File: config.mk
export PLATFORM = sky130hd
export DESIGN_NAME = ip_rx_ctrl_flat
export DESIGN_NICKNAME = d
export VERILOG_FILES = /design/src/rtl/ip_rx_ctrl_if.sv /design/src/rtl/ip_rx_ctrl.sv /design/src/flat_wrapper.sv
export SDC_FILE = /design/constraint.sdc
export NUM_CORES = 1
export LEC_CHECK = 0
export BUFFER_PORTS_ARGS = -buffer_cell sky130_fd_sc_hd__buf_2
export CAP_MARGIN = 10
export CORE_UTILIZATION = 43
export CTS_BUF_LIST = sky130_fd_sc_hd__clkbuf_4 sky130_fd_sc_hd__clkbuf_8
export CTS_CLUSTER_DIAMETER = 80
export CTS_CLUSTER_SIZE = 25
export DETAILED_ROUTE_END_ITERATION = 8
export HOLD_SLACK_MARGIN = 0.08
export MAX_ROUTING_LAYER = met4
export PLACE_DENSITY = 0.73
export SYNTH_ARGS = -nofsm -noshare
export SYNTH_HDL_FRONTEND = slang
export SYNTH_SLANG_ARGS = --single-unit
File: constraint.sdc
create_clock -name clk -period 6.4 [get_ports clk]
set_clock_uncertainty 0.05 [all_clocks]
set_input_delay 1.6 -clock clk [delete_from_list [all_inputs] [get_ports clk]]
set_output_delay 1.6 -clock clk [all_outputs]
set_load 0.005 [all_outputs]
File: src/rtl/ip_rx_ctrl_if.sv
// Bundle between ip_rx, the dispatcher and the layer-4 receivers.
// The slave view is the dispatcher; the master view drives it.
interface ip_rx_ctrl_if;
    logic        ip_fs;
    logic        ip_fd;
    logic [7:0]  ip_mode;
    logic [31:0] src_ip_addr;
    logic [31:0] det_ip_addr;
    logic [7:0]  mode_rxd;

    logic        fs_udp;
    logic        fd_udp;
    logic [7:0]  rxd_udp;
    logic        fs_icmp;
    logic        fd_icmp;
    logic [7:0]  rxd_icmp;

    logic [31:0] src_ip;
    logic        clr_stat;
    logic [15:0] cnt_udp;
    logic [15:0] cnt_icmp;
    logic [15:0] cnt_drop;
    logic [15:0] cnt_tout;

    modport slave (
        input  ip_fs,
        input  ip_mode,
        input  src_ip_addr,
        input  det_ip_addr,
        input  mode_rxd,
        input  fd_udp,
        input  fd_icmp,
        input  clr_stat,
        output ip_fd,
        output fs_udp,
        output rxd_udp,
        output fs_icmp,
        output rxd_icmp,
        output src_ip,
        output cnt_udp,
        output cnt_icmp,
        output cnt_drop,
        output cnt_tout
    );

    modport master (
        output ip_fs,
        output ip_mode,
        output src_ip_addr,
        output det_ip_addr,
        output mode_rxd,
        output fd_udp,
        output fd_icmp,
        output clr_stat,
        input  ip_fd,
        input  fs_udp,
        input  rxd_udp,
        input  fs_icmp,
        input  rxd_icmp,
        input  src_ip,
        input  cnt_udp,
        input  cnt_icmp,
        input  cnt_drop,
        input  cnt_tout
    );
endinterface

File: src/rtl/ip_rx_ctrl.sv
// IP receive dispatcher: routes ip_rx payload to UDP, ICMP or drop,
// with saturating statistics and a stall timeout on the downstream side.
module ip_rx_ctrl #(
    parameter logic [31:0] LOCAL_IP = 32'hC0A8_0002,
    parameter logic [15:0] TIMEOUT  = 16'd4000
) (
    input  logic        clk,
    input  logic        rst,
    ip_rx_ctrl_if.slave bus
);

    typedef enum logic [7:0] {
        S_IDLE = 8'h00,
        S_WAIT = 8'h01,
        S_UDP  = 8'h02,
        S_ICMP = 8'h03,
        S_DROP = 8'h04,
        S_DONE = 8'h05
    } state_e;

    localparam logic [7:0]  PROTO_UDP  = 8'h11;
    localparam logic [7:0]  PROTO_ICMP = 8'h01;
    localparam logic [31:0] BCAST_IP   = 32'hFFFF_FFFF;
    localparam logic [15:0] CNT_MAX    = 16'hFFFF;
    localparam logic [15:0] TOUT_LAST  = TIMEOUT - 16'd1;

    state_e      state_q;
    state_e      state_d;
    logic        ip_fs_d_q;
    logic        fs_udp_q;
    logic        fs_icmp_q;
    logic        ip_fd_q;
    logic [31:0] src_ip_q;
    logic [15:0] tout_q;
    logic [15:0] cnt_udp_q;
    logic [15:0] cnt_icmp_q;
    logic [15:0] cnt_drop_q;
    logic [15:0] cnt_tout_q;

    logic fs_rise;
    logic addr_ok;
    logic fd_sel;
    logic in_fwd;
    logic load_src;
    logic abort;
    logic timed_out;
    logic inc_udp;
    logic inc_icmp;
    logic inc_drop;

    function automatic logic [15:0] sat_inc(
        input logic [15:0] v,
        input logic        en
    );
        return (en && (v != CNT_MAX)) ? v + 16'd1 : v;
    endfunction

    assign fs_rise = bus.ip_fs & ~ip_fs_d_q;
    assign addr_ok = (bus.det_ip_addr == LOCAL_IP) ||
                     (bus.det_ip_addr == BCAST_IP);
    assign in_fwd  = (state_q == S_UDP) || (state_q == S_ICMP);
    assign fd_sel  = (state_q == S_UDP) ? bus.fd_udp : bus.fd_icmp;

    always_comb begin
        state_d   = state_q;
        load_src  = 1'b0;
        abort     = 1'b0;
        timed_out = 1'b0;
        case (state_q)
            S_IDLE: state_d = S_WAIT;
            S_WAIT: begin
                if (fs_rise) begin
                    load_src = 1'b1;
                    unique case (1'b1)
                        (addr_ok && (bus.ip_mode == PROTO_UDP)):
                            state_d = S_UDP;
                        (addr_ok && (bus.ip_mode == PROTO_ICMP)):
                            state_d = S_ICMP;
                        default:
                            state_d = S_DROP;
                    endcase
                end
            end
            S_UDP, S_ICMP: begin
                // done beats both abort and timeout
                if (fd_sel) begin
                    state_d = S_DONE;
                end else if (!bus.ip_fs) begin
                    state_d = S_WAIT;
                    abort   = 1'b1;
                end else if (tout_q == TOUT_LAST) begin
                    state_d   = S_DONE;
                    timed_out = 1'b1;
                end
            end
            S_DROP: state_d = S_DONE;
            S_DONE: begin
                if (!bus.ip_fs) state_d = S_WAIT;
            end
            default: state_d = S_IDLE;
        endcase
    end

    assign inc_udp  = (state_q == S_WAIT) && (state_d == S_UDP);
    assign inc_icmp = (state_q == S_WAIT) && (state_d == S_ICMP);
    assign inc_drop = ((state_q == S_WAIT) && (state_d == S_DROP)) ||
                      abort;

    always_ff @(posedge clk) begin
        if (rst) begin
            state_q    <= S_IDLE;
            ip_fs_d_q  <= 1'b0;
            fs_udp_q   <= 1'b0;
            fs_icmp_q  <= 1'b0;
            ip_fd_q    <= 1'b0;
            src_ip_q   <= 32'h0;
            tout_q     <= 16'h0;
            cnt_udp_q  <= 16'h0;
            cnt_icmp_q <= 16'h0;
            cnt_drop_q <= 16'h0;
            cnt_tout_q <= 16'h0;
        end else begin
            state_q   <= state_d;
            ip_fs_d_q <= bus.ip_fs;
            fs_udp_q  <= (state_d == S_UDP);
            fs_icmp_q <= (state_d == S_ICMP);
            ip_fd_q   <= (state_d == S_DONE);
            if (load_src) src_ip_q <= bus.src_ip_addr;
            tout_q <= in_fwd ? tout_q + 16'd1 : 16'h0;
            if (bus.clr_stat) begin
                cnt_udp_q  <= 16'h0;
                cnt_icmp_q <= 16'h0;
                cnt_drop_q <= 16'h0;
                cnt_tout_q <= 16'h0;
            end else begin
                cnt_udp_q  <= sat_inc(cnt_udp_q, inc_udp);
                cnt_icmp_q <= sat_inc(cnt_icmp_q, inc_icmp);
                cnt_drop_q <= sat_inc(cnt_drop_q, inc_drop);
                cnt_tout_q <= sat_inc(cnt_tout_q, timed_out);
            end
        end
    end

    assign bus.fs_udp   = fs_udp_q;
    assign bus.fs_icmp  = fs_icmp_q;
    assign bus.ip_fd    = ip_fd_q;
    assign bus.rxd_udp  = fs_udp_q ? bus.mode_rxd : 8'h00;
    assign bus.rxd_icmp = fs_icmp_q ? bus.mode_rxd : 8'h00;
    assign bus.src_ip   = src_ip_q;
    assign bus.cnt_udp  = cnt_udp_q;
    assign bus.cnt_icmp = cnt_icmp_q;
    assign bus.cnt_drop = cnt_drop_q;
    assign bus.cnt_tout = cnt_tout_q;

endmodule

File: src/flat_wrapper.sv
// flat-port wrapper written by rule: the top's interface ports become plain ports
module ip_rx_ctrl_flat 
#(
    parameter logic [31:0] LOCAL_IP = 32'hC0A8_0002,
    parameter logic [15:0] TIMEOUT  = 16'd4000
)
  (clk, rst, bus_ip_fs, bus_ip_mode, bus_src_ip_addr, bus_det_ip_addr, bus_mode_rxd, bus_fd_udp, bus_fd_icmp, bus_clr_stat, bus_ip_fd, bus_fs_udp, bus_rxd_udp, bus_fs_icmp, bus_rxd_icmp, bus_src_ip, bus_cnt_udp, bus_cnt_icmp, bus_cnt_drop, bus_cnt_tout);
  ip_rx_ctrl_if bus_i ();
  input  logic clk;
  input  logic rst;
  input wire logic [$bits(bus_i.ip_fs)-1:0] bus_ip_fs;
  input wire logic [$bits(bus_i.ip_mode)-1:0] bus_ip_mode;
  input wire logic [$bits(bus_i.src_ip_addr)-1:0] bus_src_ip_addr;
  input wire logic [$bits(bus_i.det_ip_addr)-1:0] bus_det_ip_addr;
  input wire logic [$bits(bus_i.mode_rxd)-1:0] bus_mode_rxd;
  input wire logic [$bits(bus_i.fd_udp)-1:0] bus_fd_udp;
  input wire logic [$bits(bus_i.fd_icmp)-1:0] bus_fd_icmp;
  input wire logic [$bits(bus_i.clr_stat)-1:0] bus_clr_stat;
  output wire logic [$bits(bus_i.ip_fd)-1:0] bus_ip_fd;
  output wire logic [$bits(bus_i.fs_udp)-1:0] bus_fs_udp;
  output wire logic [$bits(bus_i.rxd_udp)-1:0] bus_rxd_udp;
  output wire logic [$bits(bus_i.fs_icmp)-1:0] bus_fs_icmp;
  output wire logic [$bits(bus_i.rxd_icmp)-1:0] bus_rxd_icmp;
  output wire logic [$bits(bus_i.src_ip)-1:0] bus_src_ip;
  output wire logic [$bits(bus_i.cnt_udp)-1:0] bus_cnt_udp;
  output wire logic [$bits(bus_i.cnt_icmp)-1:0] bus_cnt_icmp;
  output wire logic [$bits(bus_i.cnt_drop)-1:0] bus_cnt_drop;
  output wire logic [$bits(bus_i.cnt_tout)-1:0] bus_cnt_tout;
  assign bus_i.ip_fs = bus_ip_fs;
  assign bus_i.ip_mode = bus_ip_mode;
  assign bus_i.src_ip_addr = bus_src_ip_addr;
  assign bus_i.det_ip_addr = bus_det_ip_addr;
  assign bus_i.mode_rxd = bus_mode_rxd;
  assign bus_i.fd_udp = bus_fd_udp;
  assign bus_i.fd_icmp = bus_fd_icmp;
  assign bus_i.clr_stat = bus_clr_stat;
  assign bus_ip_fd = bus_i.ip_fd;
  assign bus_fs_udp = bus_i.fs_udp;
  assign bus_rxd_udp = bus_i.rxd_udp;
  assign bus_fs_icmp = bus_i.fs_icmp;
  assign bus_rxd_icmp = bus_i.rxd_icmp;
  assign bus_src_ip = bus_i.src_ip;
  assign bus_cnt_udp = bus_i.cnt_udp;
  assign bus_cnt_icmp = bus_i.cnt_icmp;
  assign bus_cnt_drop = bus_i.cnt_drop;
  assign bus_cnt_tout = bus_i.cnt_tout;
  ip_rx_ctrl #(.LOCAL_IP(LOCAL_IP), .TIMEOUT(TIMEOUT)) u_core (.clk(clk), .rst(rst), .bus(bus_i));
endmodule
==> Word-level counts from Yosys, hierarchy flattened <==
Cells that the tools add are included.
{ "totals": {"ff_bits": 124, "elab_cells": 72, "output_inout_bits": 115, "inputBits": 86} }
{ "op_classes": {"eq_ne": 18, "n_reduce_logical": 16, "n_mux": 19, "n_bitwise": 3, "addsub": 5} }
{ "op_table": {"columns": ["op", "n"], "rows": [
  ["$add 16x1->16 const B", 5],
  ["$eq 32x32->1 const B", 2],
  ["$ne 16x16->1 const B", 4],
  ["$mux 8", 7],
  ["$pmux 8 s5", 1],
  ["$eq 8x2->1 const B", 4],
  ["$eq 8x3->1 const B", 4],
  ["$eq 16x12->1 const B", 1],
  ["$eq 8x1->1 const B", 2],
  ["$mux 1", 10],
  ["$logic_and 1x1->1", 9],
  ["$eq 8x5->1 const B", 1],
  ["$logic_not 8->1", 1],
  ["$pmux 3 s2", 1],
  ["$reduce_or 2->1", 3],
  ["$logic_or 1x1->1", 3],
  ["$not 1->1", 2],
  ["$and 1x1->1", 1]
]} }

==> Longest topological paths before layout <==
Gate-level depths: netlist (run 1).
{ "depth": {"depth_word": 10, "ltp_mapped": 10, "ltp_nobuf": 7} }

==> Worst setup path after synthesis (run 1) <==
Ideal clock, no wire load.
{ "synth_timing": {"kind": "input to register", "from": "input bus_det_ip_addr[11]", "to": "register u_core.cnt_udp_q[11], in the netlist u_core.bus.cnt_udp[11]", "required_ps": 6280, "path_slack_ps": 2659, "n_path_buf": 1, "cell_stages": 7, "t_arrival_ps": 3620, "path_cell_list": "nand4_1 or4_4 o22a_1 or4_4 buf_6 or4_1 a21oi_1"} }
{ "synth_via": {"elab_chain_len": 9, "elab_cells_between_ends": 11, "cone_classes": "eq/ne (3); mux (3); reduce/logical (5)"} }
{ "synth_lines": {"columns": ["element", "line", "rtl"], "rows": [
  ["from (decl)", "flat_wrapper.sv:14", "input wire logic [$bits(bus_i.det_ip_addr)-1:0] bus_det_ip_addr;"],
  ["$eq 32x32->1 (on tied branches)", "ip_rx_ctrl.sv:59, ip_rx_ctrl.sv:60", null],
  ["$logic_or 1x1->1 *", "ip_rx_ctrl.sv:59", "assign addr_ok = (bus.det_ip_addr == LOCAL_IP) ||"],
  ["$logic_and 1x1->1 (on tied branches)", "ip_rx_ctrl.sv:77, ip_rx_ctrl.sv:75", null],
  ["$pmux 3 s2 *", "ip_rx_ctrl.sv:74", "unique case (1'b1)"],
  ["$mux 8 *", "ip_rx_ctrl.sv:72", "if (fs_rise) begin"],
  ["$pmux 8 s5 *", "ip_rx_ctrl.sv:69", "case (state_q)"],
  ["$eq 8x2->1 *", "ip_rx_ctrl.sv:104", "assign inc_udp = (state_q == S_WAIT) && (state_d == S_UDP);"],
  ["$logic_and 1x1->1 *", "ip_rx_ctrl.sv:104", null],
  ["$logic_and 1x1->1 *", "ip_rx_ctrl.sv:55", "return (en && (v != CNT_MAX)) ? v + 16'd1 : v;"],
  ["to (signal assigned)", "ip_rx_ctrl.sv:136", "cnt_udp_q <= sat_inc(cnt_udp_q, inc_udp);"],
  ["to (decl)", "ip_rx_ctrl.sv:35", "logic [15:0] cnt_udp_q;"]
]} }
Every way passes the cells marked *; elsewhere a longest branch is shown, timed or not.
A chain may end at the register's enable or synchronous reset.

==> Worst setup path after layout (run 1) <==
{ "layout_timing": {"from": "input bus_det_ip_addr[8]", "to": "register u_core.cnt_udp_q[14], in the netlist u_core.bus.cnt_udp[14]"} }
Same word-level chain as after synthesis.

==> results by group, run 1 <==
Clocking
  • # H-tree levels: 4
  • CTS Buffer Depth: 2
  • CTS sink cnt: 124
  • Post-cts resize count: 0
  • Buffer count from post-CTS setup fixing: 0
  • Cts hold-fix bufs: 0
  • CTS buffer count: 17
  • Root Buffer: clkbuf_8
  • CTS tree: done
  • Clock edge transition at the registers on the reported setup and hold paths: roughly 0.07 ns
  • Clk_lat worst skew: roughly 0.44 ns

Power and ir drop
  • Sequential share of power: about half
  • Combinational Power Share: 3.4%
  • Worst VDD drop: 0.101 mV
  • Internal: 1.21 mW
  • Leakage: approximately 3.0 nW
  • PwrDens: 212 mW/mm^2
  • Clock network power share: 46.6%
  • Tot Pwr: ~1.5 mW
  • Switch share: a little over a fifth
  • Sw power: 0.340 mW

Critical path
  • Crit. End Element: register
  • R2r setup slk: 3.48 ns
  • Buffers & Inverters on Critical Path: 1
  • Crit-path leading delay family: simple AND/OR/NAND/NOR gates
  • Worst path cell trace: buf_2 -> nand4_1 -> or4_4 -> o22a_1 -> or4_4 -> or4_1 -> a21oi_1
  • CP peak stage delay: 0.71 ns
  • Worst Setup Path Type: in -> reg
  • Slowest stage cell, crit path: or4_4
  • Crit path DAT: 3.98 ns
  • CP max FO: 30
  • Reg2Reg Depth: 7
  • Req. time, crit path: between 6 and 7 ns
  • Reg-to-reg endpoint: u_core.bus.cnt_icmp[11]
  • Startpoint type of the worst setup path: primary input
  • Reg2reg start: u_core.tout_q[5]
  • Critical path's most frequent cell: or4_4

Route
  • Number of DRC markers in iteration 0: 309
  • Avg WL per Cell: ~14 microns
  • DRC Markers: 0
  • Post-Route WL: 14.9 mm
  • DR pass1 iterations: 4
  • Antenna Nets Post-Route: 0
  • Vias/cell: 5.33
  • Vias: 5,783

Synthesis
  • Simple-Gate Fraction of Synth Area: about a third
  • Most common cell in the synthesized netlist: dfxtp_1
  • Post-Syn Area: 0.00574 sq mm
  • Top cells by area, synth: dfxtp_1 43%, nand2_1 7.2%, a21oi_1 6.1%, or3_1 4.1%, nand3_1 3.3%
  • Seq cells post-synth: 124
  • Combinational family with the most area after synthesis: simple AND/OR/NAND/NOR gates
  • Mapped Cells: 704
  • Sequential share of the synthesized area: 43.2%
  • Async SR Flop Fraction: 0%
  • Mux share of post-synthesis cell area: about 2.3%
  • Cell accounting for the most synthesized area: dfxtp_1
  • Avg Cell Area, Syn: 8.16 sq um
  • Top cell type's share of synthesized area: 43.2%
  • Post-synthesis adder-cell area fraction: 1.09%
  • Distinct cells, synth: 55
  • Yosys warns: 0
  • Post-synth EDFFs: 0
  • Post-synthesis compound-gate area fraction: 14.1%
  • Top FF cell, synth: dfxtp_1
  • Synth top cells by count: 124 x dfxtp_1, 110 x nand2_1, 70 x a21oi_1
  • Post-synthesis xor/xnor area fraction: 3.66%

STA
  • RSZ-0062 raised after global routing: no
  • # setup viols final: 0
  • Final hold violations: 0
  • Final WS setup: 2.73 ns
  • Final Critical Period: 3.67 ns
  • Maximum achievable frequency: 272 MHz
  • Tcrit/Tclk final: 57.3%
  • Slew margin rel.: 26.4%
  • Worst Tran Pin Value: between 1 and 1.5 ns
  • Setup TNS: 0 ns
  • Slew Limit Fails: 0

Global route
  • GRT busiest layer: met2
  • First-pass GRT wire length: ~25 mm
  • Vias in the first global route: around 5.1k
  • Met2 Use GR: 36.2%
  • Overflow after GRT: 0
  • Met1 Usage GRT: 26.2%
  • Initial antenna violation count: 1
  • GRT Overall Usage: 22.3%
  • Largest net degree at the start of global routing: 57
  • Grt met3 use: under 10%

Status
  • Run status: finished, final reports clean

Die
  • I/O pin total: 201
  • Initial core utilization: 44.8%
  • # rows: 41
  • Die Y: 118 microns
  • Core area: 0.0128 sq mm
  • Die width: around 120 microns
  • Die footprint: 0.0138 sq mm

Hold path
  • Min-delay src: u_core.bus.src_ip[22]
  • Hold crit path type: reg -> reg
  • Min-Delay Endpoint: u_core.bus.src_ip[22]
  • WHS Path Cells: 2

Final layout
  • Area delta synth->final: 27.1%
  • Nets: 990
  • Fillers: 1,227
  • Post-route design area: ~0.0073 sq mm
  • Share of layout cells above drive strength 1: 27.0%

Placement
  • Setup WS pre-CTS: 2.31 ns
  • Port bufs: 200
  • Placer congestion estimate: 0.827
  • Cell area after placement: ~0.007 sq mm
  • Final HPWL DP: 10.6 mm

Job
  • Number of max-cap violations: 0
## cells by family (layout without fill, tap and decap cells)
group	after synthesis	in the layout
simple gates	356	356
buf+inv	42	246
flops	124	124
fa+ha+maj	5	5
mux	13	13
xor+xnor	24	24
other cells	1	6
compound gates	139	139
## flip-flops by register name, summed over array words and instances (netlist names)
name,cells
u_core.bus.cnt_drop,16
u_core.bus.cnt_icmp,16
u_core.bus.cnt_tout,16
u_core.bus.cnt_udp,16
u_core.bus.fs_icmp,1
u_core.bus.fs_udp,1
u_core.bus.ip_fd,1
u_core.bus.src_ip,32
u_core.ip_fs_d_q,1
u_core.state_q,8
u_core.tout_q,16
## through the flow
step                hold WS, ns  util (%)  std cells
floorplan                 0.380         -        708
CTS                       0.399      56.8       1082
detailed placement        0.390      53.5       1050
global placement          0.386      53.5       1050
global route              0.419      56.9       1085
finish                    0.398      56.9       1085
## layer usage
metal,wire [microns],vias up
li1,-,2958
met1,6620,2640
met2,7120,166
met3,927,19
met4,225,0
met5,0,-
## worst reg2reg max path, stage by stage, from the launching register on
cell and delay (ns):
dfxtp_1 0.37, nor4b_1 0.54, nand4_1 0.28, a31oi_1 0.46, o211ai_1 0.28, buf_4 0.26, or4_1 0.47, a21oi_1 0.14
## cell type report
class | instances | area, sq um | area share [%]
Multi-Input combinational cell | 542 | 3110 | 42.6
Sequential cell | 124 | 2480 | 34.0
Timing Repair Buffer | 205 | 1040 | 14.2
Clock buffer | 20 | 275 | 3.77
Tap cell | 172 | 215 | 2.95
Clock inverter | 12 | 144 | 1.97
Inverter | 9 | 33.8 | 0.463
Antenna cell | 1 | 2.50 | 0.0343
## cell usage in the layout, fill, tap and decap left out, types with 4 or more instances in the layout
cell type  instances
buf_2            200
mux2i_1           12
inv_1              9
nand4_1           28
clkinv_2           6
a21oi_1           70
o211ai_1           7
buf_4              4
nor4_1            12
or4_1             10
nor2_1            46
nand2_1          110
xor2_1            20
o31ai_1            6
clkbuf_8          20
and3_1            15
nor3_1             8
ha_1               5
dfxtp_1          124
and2_1            21
o21ai_0           31
xnor2_1            4
nand3_1           38
and4_1            11
or3_1             38
conb_1             5
## power groups by stage
| stage | Sequential, mW | Combinational (mW) | Clock (mW) |
|---|---|---|---|
| 2_1_floorplan | 0.792 | 0.0190 | 0 |
| 3_3_place_gp | 0.793 | 0.0516 | 0 |
| 3_5_place_dp | 0.793 | 0.0519 | 0 |
| 4_1_cts | 0.775 | 0.0521 | 0.741 |
| 5_1_grt | 0.775 | 0.0574 | 0.776 |
| 6_report | 0.775 | 0.0521 | 0.722 |
## how the worst max path moves through the flow
stage | from | endpoint | depth (start not counted)
floorplan | bus_det_ip_addr[11] | u_core.bus.cnt_udp[11] | 7
global placement | bus_det_ip_addr[11] | u_core.bus.cnt_udp[14] | 7
detailed placement | bus_det_ip_addr[11] | u_core.bus.cnt_udp[14] | 7
CTS | bus_mode_rxd[4] | bus_rxd_udp[4] | 3
global route | bus_ip_mode[3] | u_core.bus.cnt_udp[14] | 7
finish | bus_det_ip_addr[8] | u_core.bus.cnt_udp[14] | 7
(Power assumes the default switching activity.)
==> run 2: changes to the inputs <==
PLACE_DENSITY = 0.76   (was 0.73)
clock period = 3.2 ns   (was 6.4 ns; I/O delays follow)
==> run 2 against run 1 <==
Combinational power rose by 100%. Hold slack got worse by 0.0024 ns. Die area did not move. Register-to-register slack got worse by 3.0 ns. Critical endpoint is now u_core.bus.cnt_udp[11]. Largest power group is now the clock network.
==> results by group, run 2 (synthesis results as in run 1) <==
Status
  • Run status: finished, final reports clean

Route
  • DR pass1 iterations: 5 (+1)
  • Antenna Nets Post-Route: 0 (unchanged)
  • Post-Route WL: 15.1 mm (+1.6%)
  • Avg WL per Cell: 13.8 microns (+0.49%)
  • Vias/cell: 5.40 (+1.3%)
  • Number of DRC markers in iteration 0: 404 (+31%)
  • Vias: 5,925 (+2.5%)
  • DRC Markers: 0 (unchanged)

Placement
  • Final HPWL DP: 11.1 mm (+4.4%)
  • Setup WS pre-CTS: 0.0365 ns (-2.28 ns)
  • Placer congestion estimate: 0.836 (+1.0%)
  • Cell area after placement: 0.00700 sq mm (+2.0%)
  • Cells after DPL: 1,065 (+1.4%)
  • Port bufs: 200 (unchanged)

Final layout
  • Share of layout cells above drive strength 1: 27.9% (+0.95 points)
  • Post-route design area: 0.00749 sq mm (+2.6%)
  • Most common cell after layout, fill and taps aside: buf_2
  • Most frequent cells in the layout: 200 x buf_2, 124 x dfxtp_1, 110 x nand2_1
  • Nets: 1,003 (+1.3%)
  • Post-route insts no fill: 1,097 (+1.1%)
  • Final Util: 58.4% (+1.5 points)
  • Area delta synth->final: 30.4%
  • Max FFs per register: 32 (unchanged)

Power and ir drop
  • Tot Pwr: 3.30 mW (+110%)
  • PwrDens: 441 mW/mm^2 (+110%)
  • Leakage: 3.07 nW (+3.7%)
  • Worst VDD drop: 0.239 mV (+140%)

STA
  • RSZ-0062 raised after global routing: no
  • Final Critical Period: around 2.7 ns
  • # setup viols final: 0 (unchanged)
  • Slew margin rel.: 34.9% (+8.5 points)
  • Setup TNS: 0 ns (unchanged)
  • Hold WS: 0.396 ns (-0.00238 ns)
  • Worst Tran Pin Value: 0.973 ns (-0.130 ns)
  • Final WS setup: 0.468 ns (-2.26 ns)
  • Slew Limit Fails: 0 (unchanged)
  • Maximum achievable frequency: 366 MHz
  • Tcrit/Tclk final: a little under nine tenths
  • Final hold violations: 0 (unchanged)

Global route
  • Vias in the first global route: 5,282 (+3.3%)
  • GRT Overall Usage: 23.1% (+0.80 points)
  • First-pass GRT wire length: 25.2 mm (+2.8%)
  • Overflow after GRT: 0 (unchanged)
  • Largest net degree at the start of global routing: 43 (-25%)
  • Initial antenna violation count: 1 (unchanged)

Critical path
  • Crit path to: u_core.bus.cnt_udp[11]
  • Req. time, crit path: 3.52 ns (-3.19 ns)
  • Crit. End Element: register
  • Worst Setup Path Type: in -> reg
  • Worst path cell trace: buf_2 -> nand4_1 -> or4_4 -> o22a_1 -> or4_4 -> buf_12 -> or4_1 -> a21oi_1
  • Reg-to-reg endpoint: u_core.bus.cnt_icmp[11]
  • Reg2Reg Depth: 8 (+1)
  • CP peak stage delay: 0.59 ns (-0.12 ns)
  • CP max FO: 21 (-30%)
  • Crit path DAT: 3.05 ns (-0.93 ns)
  • Critical path's most frequent cell: or4_4
  • CP Launch Point: bus_det_ip_addr[8]
  • R2r setup slk: 0.48 ns (-3.00 ns)
  • Slowest stage cell, crit path: or4_4
  • Startpoint type of the worst setup path: primary input
  • Reg2reg start: u_core.tout_q[0]

Clocking
  • CTS sink cnt: 124 (unchanged)
  • Cts hold-fix bufs: 0 (unchanged)
  • Buffer count from post-CTS setup fixing: 0 (unchanged)
  • CTS Buffer Depth: 2 (unchanged)
  • CTS tree: done
  • # H-tree levels: 4 (unchanged)
  • CTS buffer count: 17 (unchanged)
  • Post-cts resize count: 0 (unchanged)
  • Clk_lat worst skew: 0.44 ns (about the same)
  • Root Buffer: clkbuf_8
  • Clock edge transition at the registers on the reported setup and hold paths: 0.06 ns (about the same)

Die
  • Die footprint: 0.0138 sq mm (unchanged)
  • Die width: 118 microns (unchanged)
  • Initial core utilization: 44.8% (unchanged)
  • Core area: 0.0128 sq mm (unchanged)
  • I/O pin total: 201 (unchanged)
  • Die Y: 118 microns (unchanged)
  • # rows: 41 (unchanged)

Job
  • Number of max-cap violations: 0 (unchanged)

Hold path
  • WHS Path Cells: 2 (unchanged)
  • Hold crit path type: reg -> reg
==> run 2: changes by cell type in the layout (fill, tap and decap cells not counted), sizes merged <==
cell / before / now
buf: 204 / 218
clkinv: 7 / 1
clkbuf: 21 / 25
bufinv: 3 / 5
clkinvlp: 2 / 0
==> run 2: report_power, final <==
| group | switching (mW) | internal (mW) |
|---|---|---|
| sequential | 0.00297 | 1.55 |
| combinational | 0.0556 | 0.0505 |
| clock | 0.590 | 1.05 |
==> run 2: worst min path at each step <==
stage          slack (ns)               endpoint                  start
5_1_grt              0.42  u_core.bus.src_ip[24]  u_core.bus.src_ip[24]
2_1_floorplan        0.38       u_core.tout_q[0]       u_core.tout_q[0]
3_3_place_gp         0.39  u_core.bus.src_ip[15]  u_core.bus.src_ip[15]
3_5_place_dp         0.39  u_core.bus.src_ip[20]  u_core.bus.src_ip[20]
4_1_cts              0.40  u_core.bus.src_ip[20]  u_core.bus.src_ip[20]
6_report             0.40  u_core.bus.src_ip[24]  u_core.bus.src_ip[24]
==> run 2: final cells by class <==
class                      instances  area, sq um
fill                            1181         5340
tap                              172          215
clock inverter                     6          155
sequential                       124         2480
inverter                           9         33.8
timing repair buffer             218         1160
antenna                            1         2.50
clock buffer                      25          325
multi-input combinational        542         3110
==> run 2: layer usage <==
layer	up-vias	part of all wire (%)	track usage (%)	routed length [microns]
li1	2981	-	-	-
met1	2740	44	27.2	6580
met2	178	48	36.8	7250
met3	26	6.7	7.66	1020
met4	0	1.8	8.01	277
met5	-	0	-	0
==> run 2: worst max-delay path, delay by kind of cell <==
kind | cells | cell delay [ns]
buffers and inverters | 2 | 0.27
and+or+nand+nor | 4 | 1.60
AOI/OAI and AO/OA | 2 | 0.38
==> run 3: changes to the inputs <==
PLACE_DENSITY = 0.73   (was 0.76)
==> run 3 against run 2 <==
Total power shrank 9.4%. Global-route usage shrank 0.93 points. Die area is the same. Highest routed layer unchanged. Wire length shrank 1.0%. Clock power shrank 19%. Largest power group is now sequential cells. Design area shrank 1.3%. Combinational power is essentially flat. First-iteration DRC count shrank 16%. Worst setup slack gained 0.039 ns. Utilization shrank 0.75 points.
==> results by group, run 3 (synthesis results as in run 1) <==
Status
  • Run status: finished, final reports clean

Critical path
  • CP peak stage delay: 0.57 ns (-0.02 ns)
  • Startpoint type of the worst setup path: primary input
  • Worst path cell trace: buf_2 -> nand4_1 -> or4_4 -> o22a_1 -> or4_4 -> buf_12 -> or4_1 -> a21oi_1
  • Reg2reg start: u_core.tout_q[5]
  • CP max FO: 17 (-19%)
  • CP Launch Point: bus_det_ip_addr[11]
  • Buffers & Inverters on Critical Path: 2 (unchanged)
  • Crit. End Element: register
  • Worst Setup Path Type: in -> reg
  • Req. time, crit path: 3.53 ns (about the same)
  • Slowest stage cell, crit path: or4_4
  • R2r setup slk: 0.53 ns (+0.05 ns)
  • Critical path's most frequent cell: or4_4
  • Crit-path leading delay family: simple AND/OR/NAND/NOR gates
  • Crit path DAT: 3.02 ns (-0.03 ns)

STA
  • Final hold violations: 0 (unchanged)
  • Final Critical Period: 2.69 ns (-0.0388 ns)
  • Hold WS: 0.397 ns (+0.00129 ns)
  • Setup TNS: 0 ns (unchanged)
  • Slew Limit Fails: 0 (unchanged)
  • # setup viols final: 0 (unchanged)
  • Maximum achievable frequency: 371 MHz (+1.4%)
  • Worst Tran Pin Value: 1.14 ns (+0.168 ns)
  • Slew margin rel.: 23.6% (-11 points)
  • RSZ-0062 raised after global routing: no
  • Tcrit/Tclk final: 84.2% (-1.2 points)
  • Final WS setup: 0.507 ns (+0.0388 ns)

Die
  • # rows: 41 (unchanged)
  • I/O pin total: 201 (unchanged)
  • Die Y: 118 microns (unchanged)
  • Core area: 0.0128 sq mm (unchanged)
  • Die width: 118 microns (unchanged)
  • Die footprint: 0.0138 sq mm (unchanged)
  • Initial core utilization: 44.8% (unchanged)

Global route
  • First-pass GRT wire length: 24.4 mm (-3.2%)
  • GRT Overall Usage: 22.2% (-0.93 points)
  • Overflow after GRT: 0 (unchanged)
  • Largest net degree at the start of global routing: 48 (+12%)
  • Initial antenna violation count: 0 (-1)
  • Vias in the first global route: 5,123 (-3.0%)

Clocking
  • CTS buffer count: 17 (unchanged)
  • CTS tree: done
  • Root Buffer: clkbuf_8
  • Post-cts resize count: 0 (unchanged)
  • CTS Buffer Depth: 2 (unchanged)
  • CTS sink cnt: 124 (unchanged)
  • # H-tree levels: 4 (unchanged)
  • Cts hold-fix bufs: 0 (unchanged)
  • Buffer count from post-CTS setup fixing: 0 (unchanged)
  • Clock edge transition at the registers on the reported setup and hold paths: 0.07 ns (about the same)
  • Clk_lat worst skew: 0.44 ns (about the same)

Route
  • DRC Markers: 0 (unchanged)
  • Vias/cell: 5.34 (-1.1%)
  • Number of DRC markers in iteration 0: 340 (-16%)
  • DR pass1 iterations: 5 (unchanged)
  • Post-Route WL: 15.0 mm (-1.0%)
  • Antenna Nets Post-Route: 0 (unchanged)
  • Vias: 5,857 (-1.1%)
  • Avg WL per Cell: 13.7 microns (-1.0%)

Final layout
  • Nets: 1,003 (unchanged)
  • Share of layout cells above drive strength 1: 28.0% (+0.078 points)
  • Most common cell after layout, fill and taps aside: buf_2
  • Area delta synth->final: 28.7%
  • Max FFs per register: 32 (unchanged)
  • Post-route insts no fill: 1,097 (unchanged)
  • # diodes: 0 (-1)
  • Post-route design area: 0.00739 sq mm (-1.3%)
  • Most frequent cells in the layout: 200 x buf_2, 124 x dfxtp_1, 110 x nand2_1

Power and ir drop
  • PwrDens: 405 mW/mm^2 (-8.2%)
  • Worst VDD drop: 0.302 mV (+26%)
  • Leakage: 3.03 nW (-1.5%)

Placement
  • Final HPWL DP: 10.9 mm (-2.0%)
  • Placer congestion estimate: 0.843 (+0.83%)
  • Cells after DPL: 1,065 (unchanged)
  • Setup WS pre-CTS: 0.0719 ns (+0.0354 ns)
  • Cell area after placement: 0.00700 sq mm (unchanged)
  • Port bufs: 200 (unchanged)

Job
  • Number of max-cap violations: 0 (unchanged)

Hold path
  • Hold crit path type: reg -> reg
  • Min-delay src: u_core.bus.src_ip[20]
[run 3: final timing paths]
path,to,depth (start not counted)
setup / recovery,u_core.bus.cnt_udp[11],8
hold / removal,u_core.bus.src_ip[20],2
setup reg to reg,u_core.bus.cnt_icmp[11],7
hold reg to reg,u_core.bus.src_ip[20],2
[run 3: worst register-to-register path: cells and delay by family (launching register included)]
family          cells  cell delay [ns]
simple gates        3             1.25
compound gates      3             0.72
flops               1             0.37
buf+inv             1             0.22
[run 3: stage by stage]
step / util, % / power, mW
finish: 57.6 / 2.99
global route: 57.6 / 3.11
CTS: 57.6 / 3.02
detailed placement: 54.6 / 1.69
global placement: 54.6 / 1.69
floorplan: - / 1.62
[run 3: routing by layer]
metal  track usage, %  part of all wire, %
met4             8.57                  2.1
met1             26.5                   44
met5                -                    0
met2             35.7                   48
met3             5.72                  6.1
[run 3: cell type report]
class,count,area (sq um)
fillers,1204,5430
multi-input cells,542,3110
flip-flops and latches,124,2480
repair buffers,218,1160
clock buffers,26,327
well taps,172,215
clock inverters,6,60.1
inverters,9,33.8
[run 3: report_power, final]
group / leakage (nW) / internal [mW] / switching [mW]
Combinational: 1.83 / 0.0501 / 0.0574
Clock: 0.200 / 0.736 / 0.597
Sequential: 1.00 / 1.55 / 0.00335
Total: 3.03 / 2.33 / 0.658
